$ cat config.mk
export PLATFORM = sky130hd
export DESIGN_NAME = mips_multicycle_ctrl_flat
export DESIGN_NICKNAME = d
export VERILOG_FILES = /design/src/rtl/mips_multicycle_ctrl_if.sv /design/src/rtl/mips_multicycle_ctrl.sv /design/src/flat_wrapper.sv
export SDC_FILE = /design/constraint.sdc
export NUM_CORES = 1
export LEC_CHECK = 0
export ABC_CLOCK_PERIOD_IN_PS = 5190
export CORE_MARGIN = 5
export CORE_UTILIZATION = 35
export CTS_BUF_LIST = sky130_fd_sc_hd__clkbuf_4 sky130_fd_sc_hd__clkbuf_8
export CTS_CLUSTER_SIZE = 24
export DETAILED_ROUTE_END_ITERATION = 6
export GPL_TIMING_DRIVEN = 0
export SYNTH_ARGS = -nofsm -noshare
export SYNTH_HDL_FRONTEND = slang
export SYNTH_SLANG_ARGS = --single-unit
$ cat constraint.sdc
create_clock -name clk -period 5.19 [get_ports clk]
set_input_delay 1.038 -clock clk [delete_from_list [all_inputs] [get_ports clk]]
set_output_delay 1.038 -clock clk [all_outputs]
set_load 0.01 [all_outputs]
$ cat src/rtl/mips_multicycle_ctrl_if.sv
// Control bundle between the multicycle controller (master) and the shared datapath (slave).
// The datapath supplies instruction fields and the ALU zero flag; the controller drives every select/enable.
interface mips_multicycle_ctrl_if #(
  parameter int CNT_WIDTH = 32
);
  logic [5:0]           opcode;
  logic [5:0]           funct;
  logic                 zero;
  logic                 pc_en;
  logic                 iord;
  logic                 mem_write;
  logic                 ir_write;
  logic                 reg_dst;
  logic                 mem_to_reg;
  logic                 reg_write;
  logic                 alu_src_a;
  logic [1:0]           alu_src_b;
  logic [1:0]           pc_src;
  logic [1:0]           alu_op_sel;
  logic [3:0]           state;
  logic                 illegal;
  logic [CNT_WIDTH-1:0] retired;

  modport master (
    input  opcode, funct, zero,
    output pc_en, iord, mem_write, ir_write, reg_dst, mem_to_reg, reg_write,
           alu_src_a, alu_src_b, pc_src, alu_op_sel, state, illegal, retired
  );

  modport slave (
    output opcode, funct, zero,
    input  pc_en, iord, mem_write, ir_write, reg_dst, mem_to_reg, reg_write,
           alu_src_a, alu_src_b, pc_src, alu_op_sel, state, illegal, retired
  );
endinterface

$ cat src/rtl/mips_multicycle_ctrl.sv
// Moore FSM sequencing the shared-ALU MIPS datapath through fetch/decode/execute/memory/writeback,
// plus a retired-instruction counter and a one-cycle pulse for unsupported encodings.
module mips_multicycle_ctrl #(
  parameter int CNT_WIDTH = 32
) (
  input  logic                     clk,
  input  logic                     rst_n,
  mips_multicycle_ctrl_if.master   bus
);

  typedef enum logic [3:0] {
    S_FETCH    = 4'd0,
    S_DECODE   = 4'd1,
    S_MEMADR   = 4'd2,
    S_MEMREAD  = 4'd3,
    S_MEMWB    = 4'd4,
    S_MEMWRITE = 4'd5,
    S_EXECUTE  = 4'd6,
    S_ALUWB    = 4'd7,
    S_BRANCH   = 4'd8,
    S_ADDIEX   = 4'd9,
    S_ADDIWB   = 4'd10,
    S_JUMP     = 4'd11
  } state_e;

  localparam logic [5:0] OP_RTYPE = 6'b000000;
  localparam logic [5:0] OP_LW    = 6'b100011;
  localparam logic [5:0] OP_SW    = 6'b101011;
  localparam logic [5:0] OP_BEQ   = 6'b000100;
  localparam logic [5:0] OP_ADDI  = 6'b001000;
  localparam logic [5:0] OP_J     = 6'b000010;

  localparam logic [5:0] FN_ADD = 6'b100000;
  localparam logic [5:0] FN_OR  = 6'b100101;
  localparam logic [5:0] FN_SUB = 6'b100010;
  localparam logic [5:0] FN_SLT = 6'b101010;

  localparam logic [1:0] ALU_ADD = 2'b00;
  localparam logic [1:0] ALU_OR  = 2'b01;
  localparam logic [1:0] ALU_SUB = 2'b10;
  localparam logic [1:0] ALU_SLT = 2'b11;

  state_e                state_q, state_d;
  logic                  illegal_q, illegal_d;
  logic [CNT_WIDTH-1:0]  retired_q, retired_d;
  logic                  retire_c;

  logic       pc_en_c, iord_c, mem_write_c, ir_write_c;
  logic       reg_dst_c, mem_to_reg_c, reg_write_c, alu_src_a_c;
  logic [1:0] alu_src_b_c, pc_src_c, alu_op_sel_c;

  always_ff @(posedge clk or negedge rst_n) begin
    if (!rst_n) begin
      state_q   <= S_FETCH;
      illegal_q <= 1'b0;
      retired_q <= '0;
    end else begin
      state_q   <= state_d;
      illegal_q <= illegal_d;
      retired_q <= retired_d;
    end
  end

  always_comb begin
    state_d      = S_FETCH;
    illegal_d    = 1'b0;
    retire_c     = 1'b0;
    pc_en_c      = 1'b0;
    iord_c       = 1'b0;
    mem_write_c  = 1'b0;
    ir_write_c   = 1'b0;
    reg_dst_c    = 1'b0;
    mem_to_reg_c = 1'b0;
    reg_write_c  = 1'b0;
    alu_src_a_c  = 1'b0;
    alu_src_b_c  = 2'b00;
    pc_src_c     = 2'b00;
    alu_op_sel_c = ALU_ADD;

    case (state_q)
      S_FETCH: begin
        ir_write_c  = 1'b1;
        alu_src_b_c = 2'b01;
        pc_en_c     = 1'b1;
        state_d     = S_DECODE;
      end
      S_DECODE: begin
        // The ALU is otherwise idle here, so precompute the branch target.
        alu_src_b_c = 2'b11;
        case (bus.opcode)
          OP_LW, OP_SW: state_d = S_MEMADR;
          OP_RTYPE:     state_d = S_EXECUTE;
          OP_BEQ:       state_d = S_BRANCH;
          OP_ADDI:      state_d = S_ADDIEX;
          OP_J:         state_d = S_JUMP;
          default: begin
            state_d   = S_FETCH;
            illegal_d = 1'b1;
          end
        endcase
      end
      S_MEMADR: begin
        alu_src_a_c = 1'b1;
        alu_src_b_c = 2'b10;
        state_d     = (bus.opcode == OP_SW) ? S_MEMWRITE : S_MEMREAD;
      end
      S_MEMREAD: begin
        iord_c  = 1'b1;
        state_d = S_MEMWB;
      end
      S_MEMWB: begin
        mem_to_reg_c = 1'b1;
        reg_write_c  = 1'b1;
        retire_c     = 1'b1;
      end
      S_MEMWRITE: begin
        iord_c      = 1'b1;
        mem_write_c = 1'b1;
        retire_c    = 1'b1;
      end
      S_EXECUTE: begin
        alu_src_a_c = 1'b1;
        state_d     = S_ALUWB;
        case (bus.funct)
          FN_ADD: alu_op_sel_c = ALU_ADD;
          FN_OR:  alu_op_sel_c = ALU_OR;
          FN_SUB: alu_op_sel_c = ALU_SUB;
          FN_SLT: alu_op_sel_c = ALU_SLT;
          default: begin
            state_d   = S_FETCH;
            illegal_d = 1'b1;
          end
        endcase
      end
      S_ALUWB: begin
        reg_dst_c   = 1'b1;
        reg_write_c = 1'b1;
        retire_c    = 1'b1;
      end
      S_BRANCH: begin
        alu_src_a_c  = 1'b1;
        alu_op_sel_c = ALU_SUB;
        pc_src_c     = 2'b01;
        pc_en_c      = bus.zero;
        retire_c     = 1'b1;
      end
      S_ADDIEX: begin
        alu_src_a_c = 1'b1;
        alu_src_b_c = 2'b10;
        state_d     = S_ADDIWB;
      end
      S_ADDIWB: begin
        reg_write_c = 1'b1;
        retire_c    = 1'b1;
      end
      S_JUMP: begin
        pc_src_c = 2'b10;
        pc_en_c  = 1'b1;
        retire_c = 1'b1;
      end
      default: state_d = S_FETCH;
    endcase

    retired_d = retired_q + CNT_WIDTH'(retire_c);
  end

  // Architectural write enables must stay quiet while reset is held, even though state reads FETCH.
  assign bus.pc_en      = pc_en_c & rst_n;
  assign bus.ir_write   = ir_write_c & rst_n;
  assign bus.mem_write  = mem_write_c & rst_n;
  assign bus.reg_write  = reg_write_c & rst_n;
  assign bus.iord       = iord_c;
  assign bus.reg_dst    = reg_dst_c;
  assign bus.mem_to_reg = mem_to_reg_c;
  assign bus.alu_src_a  = alu_src_a_c;
  assign bus.alu_src_b  = alu_src_b_c;
  assign bus.pc_src     = pc_src_c;
  assign bus.alu_op_sel = alu_op_sel_c;
  assign bus.state      = state_q;
  assign bus.illegal    = illegal_q;
  assign bus.retired    = retired_q;

endmodule

$ cat src/flat_wrapper.sv
// flat-port wrapper written by rule: the top's interface ports become plain ports
module mips_multicycle_ctrl_flat 
#(
  parameter int CNT_WIDTH = 32
)
  (clk, rst_n, bus_opcode, bus_funct, bus_zero, bus_pc_en, bus_iord, bus_mem_write, bus_ir_write, bus_reg_dst, bus_mem_to_reg, bus_reg_write, bus_alu_src_a, bus_alu_src_b, bus_pc_src, bus_alu_op_sel, bus_state, bus_illegal, bus_retired);
  mips_multicycle_ctrl_if #(.CNT_WIDTH(CNT_WIDTH)) bus_i ();
  input  logic clk;
  input  logic rst_n;
  input wire logic [$bits(bus_i.opcode)-1:0] bus_opcode;
  input wire logic [$bits(bus_i.funct)-1:0] bus_funct;
  input wire logic [$bits(bus_i.zero)-1:0] bus_zero;
  output wire logic [$bits(bus_i.pc_en)-1:0] bus_pc_en;
  output wire logic [$bits(bus_i.iord)-1:0] bus_iord;
  output wire logic [$bits(bus_i.mem_write)-1:0] bus_mem_write;
  output wire logic [$bits(bus_i.ir_write)-1:0] bus_ir_write;
  output wire logic [$bits(bus_i.reg_dst)-1:0] bus_reg_dst;
  output wire logic [$bits(bus_i.mem_to_reg)-1:0] bus_mem_to_reg;
  output wire logic [$bits(bus_i.reg_write)-1:0] bus_reg_write;
  output wire logic [$bits(bus_i.alu_src_a)-1:0] bus_alu_src_a;
  output wire logic [$bits(bus_i.alu_src_b)-1:0] bus_alu_src_b;
  output wire logic [$bits(bus_i.pc_src)-1:0] bus_pc_src;
  output wire logic [$bits(bus_i.alu_op_sel)-1:0] bus_alu_op_sel;
  output wire logic [$bits(bus_i.state)-1:0] bus_state;
  output wire logic [$bits(bus_i.illegal)-1:0] bus_illegal;
  output wire logic [$bits(bus_i.retired)-1:0] bus_retired;
  assign bus_i.opcode = bus_opcode;
  assign bus_i.funct = bus_funct;
  assign bus_i.zero = bus_zero;
  assign bus_pc_en = bus_i.pc_en;
  assign bus_iord = bus_i.iord;
  assign bus_mem_write = bus_i.mem_write;
  assign bus_ir_write = bus_i.ir_write;
  assign bus_reg_dst = bus_i.reg_dst;
  assign bus_mem_to_reg = bus_i.mem_to_reg;
  assign bus_reg_write = bus_i.reg_write;
  assign bus_alu_src_a = bus_i.alu_src_a;
  assign bus_alu_src_b = bus_i.alu_src_b;
  assign bus_pc_src = bus_i.pc_src;
  assign bus_alu_op_sel = bus_i.alu_op_sel;
  assign bus_state = bus_i.state;
  assign bus_illegal = bus_i.illegal;
  assign bus_retired = bus_i.retired;
  mips_multicycle_ctrl #(.CNT_WIDTH(CNT_WIDTH)) u_core (.clk(clk), .rst_n(rst_n), .bus(bus_i));
endmodule
==> metrics.txt <==
num rows=27; crit-path max FO=39; worst hold path type=register to register; DIE AREA=7154 sq um; HPWL after DPL=~3.5 mm; detailed-route DRC error count=0; number of antenna diodes=0; drt pass-1 iters=4; clock skew after layout=a little over 3 ps; Max-Cap Viols=0; vias in the first global route=1750; worst rel slew slack=31.07%; Clock Sink Count=37; synth top area cells=dfrtp_1, xnor2_1, nor2_1; final setup violating endpoints=0; Remaining Overflow, GRT=0; status=finished clean; post_cts resized=0; Synth Warn #=0; commonest cells in the netlist=dfrtp_1, xnor2_1, nor2_1, nand2_1, nand3_1; most common cell in the synthesized netlist=dfrtp_1; PortBufs=65; synthesis-stage register bit count=37; hold_ws=479.9 ps; violation count after the first detailed-route iteration=56; clk_lat worst skew=280 ps; CTS tree=yes; CP Launch Type=input pin; FMAX=250.8 MHz; DIE HEIGHT=around 85 um; layout net count=between 200 and 300; Total GRT Usage=14.01%; Setup Buffers After CTS=0; PwrDens=303.3 nW/um^2; I/O pin count=66; Slew Viols, Final=0; WL per Instance=14.09 um; Final Hold Fails=0; Worst Setup End Kind=primary output; gp weighted congestion=0.7543; mapped cell area=1947 sq um; initial antenna violation count=0; syn avg cell area=roughly 10 sq um; Critical Path AT=between 2000 and 3000 ps; Peak VDD IR=roughly 0.00021 V; root buf cell=clkbuf_8; first-pass GRT wire length=8.252 mm; Clock Tree Buf Depth=2; core box area=~5500 sq um; Routed Wire Length=between 4 and 5 mm; CTS hold repair buffers=0; final worst path period share=76.83%; Non-Filler Instances=336; Yosys top cell by area=dfrtp_1; Num CTS Buffers=5; Worst-path clk slew=70 ps; unrepaired setup endpoints after global routing=no; Tot Pwr=839.8 uW; r2r setup slk=2080 ps; Tmin final=approximately 4000 ps; top cell type's share of synthesized area=47.56%; Routed Antenna Nets=0; fill count=approximately 560; post-synth cell types=39; vias=1681; Syn Nets=roughly 210; cells after synthesis=~190; Initial Util=35.57%; Avg Vias per Cell=~5.0; Area Growth Syn to Fin=42.22%; crit path kind=input pin to primary output; # placed instances=328; Die W=roughly 85 um; proportion of layout cells with a drive suffix above 1=about 6.1%; Critical Path RT=4150 ps; Leak=0.001108 uW; largest net degree at the start of global routing=40; worst slew pin tran=around 1000 ps; post-synthesis sequential area ratio=about 48%; Post-synth EDFFs=0; Async SR Flop Fraction=100.0%; Main synth FF type=dfrtp_1; H-tree level count=2
==> sequential cells by signal, indices dropped and copies added, names as in the netlist <==
signal / cells
u_core.bus.illegal: 1
u_core.bus.retired: 32
u_core.bus.state: 4
==> kinds of logic (layout without fill, tap and decap cells) <==
family / Yosys count / count (layout) / synth area share (%)
simple gates: 91 / 91 / 27.57
flops: 37 / 37 / 47.56
xor+xnor: 33 / 33 / 14.85
compound gates: 19 / 19 / 6.684
buf+inv: 8 / 81 / 1.542
fa+ha+maj: 2 / 2 / 1.285
mux: 1 / 1 / 0.5142
==> critical path, stage by stage <==
cell and delay, ps:
buf_2 660, inv_1 190, nor4_1 320, o21bai_1 160, clkdlybuf4s50_1 550
==> final cells by class <==
type                    count  area (sq um)  share of cell area, %
inverters                   4         15.01                 0.5422
multi-input cells         146         991.0                  35.79
clock buffers               6         76.32                  2.756
plain buffers               4         15.01                 0.5422
clock inverters             2         10.01                 0.3615
flip-flops and latches     37         925.9                  33.44
repair buffers             65         645.6                  23.32
well taps                  72         90.09                  3.253
==> through the flow <==
| step | util, % | area [sq um] | TNS, ps | setup WS (ps) |
|---|---|---|---|---|
| after global placement | 49.11 | 2688 | -75.90 | -75.90 |
| after global routing | 50.59 | 2769 | 0 | 910.5 |
| after floorplan | - | 1947 | 0 | 2377 |
| final | 50.59 | 2769 | 0 | 1203 |
| after detailed placement | 49.02 | 2683 | 0 | 1164 |
| after CTS | 50.59 | 2769 | 0 | 1139 |
==> report_power, final <==
group | internal (uW) | switching, uW | total [uW]
combinational | 154 | 140 | 294
sequential | 317 | 31.2 | 348
clock | 98.2 | 99.2 | 197
==> final timing paths <==
path | start | end | depth (start not counted)
min in group asynchronous | rst_n | u_core.bus.retired[13] | 1
worst max register to register | u_core.bus.state[3] | u_core.bus.retired[28] | 9
worst max-delay path | rst_n | bus_pc_en | 5
worst min register to register | u_core.bus.retired[31] | u_core.bus.retired[31] | 1
worst min-delay path | u_core.bus.retired[31] | u_core.bus.retired[31] | 1
max in group asynchronous | rst_n | u_core.bus.retired[27] | 1
==> layer usage <==
metal | global-route usage (%) | share of wire [%]
met1 | 17.22 | 45
met2 | 22.56 | 44
met3 | 5.594 | 9.4
met4 | 4.317 | 1.2
met5 | 0 | 0
==> cells in the final DEF (no fill, tap or decap), types with 3 or more instances in the layout <==
master,netlist,routed
a21oi_1,3,3
and4_1,4,4
inv_1,4,4
dfrtp_1,37,37
clkbuf_8,0,5
o21ai_0,4,4
xor2_1,5,5
and3_1,4,4
xnor2_1,28,28
nor2_1,20,20
clkdlybuf4s50_1,0,64
nand2b_1,3,3
nand4_1,9,9
nand3_1,14,14
nand2_1,15,15
nor2b_1,4,4
clkbuf_1,4,4
nor3_1,4,4
Note: power is estimated with default switching activity, not from simulation.
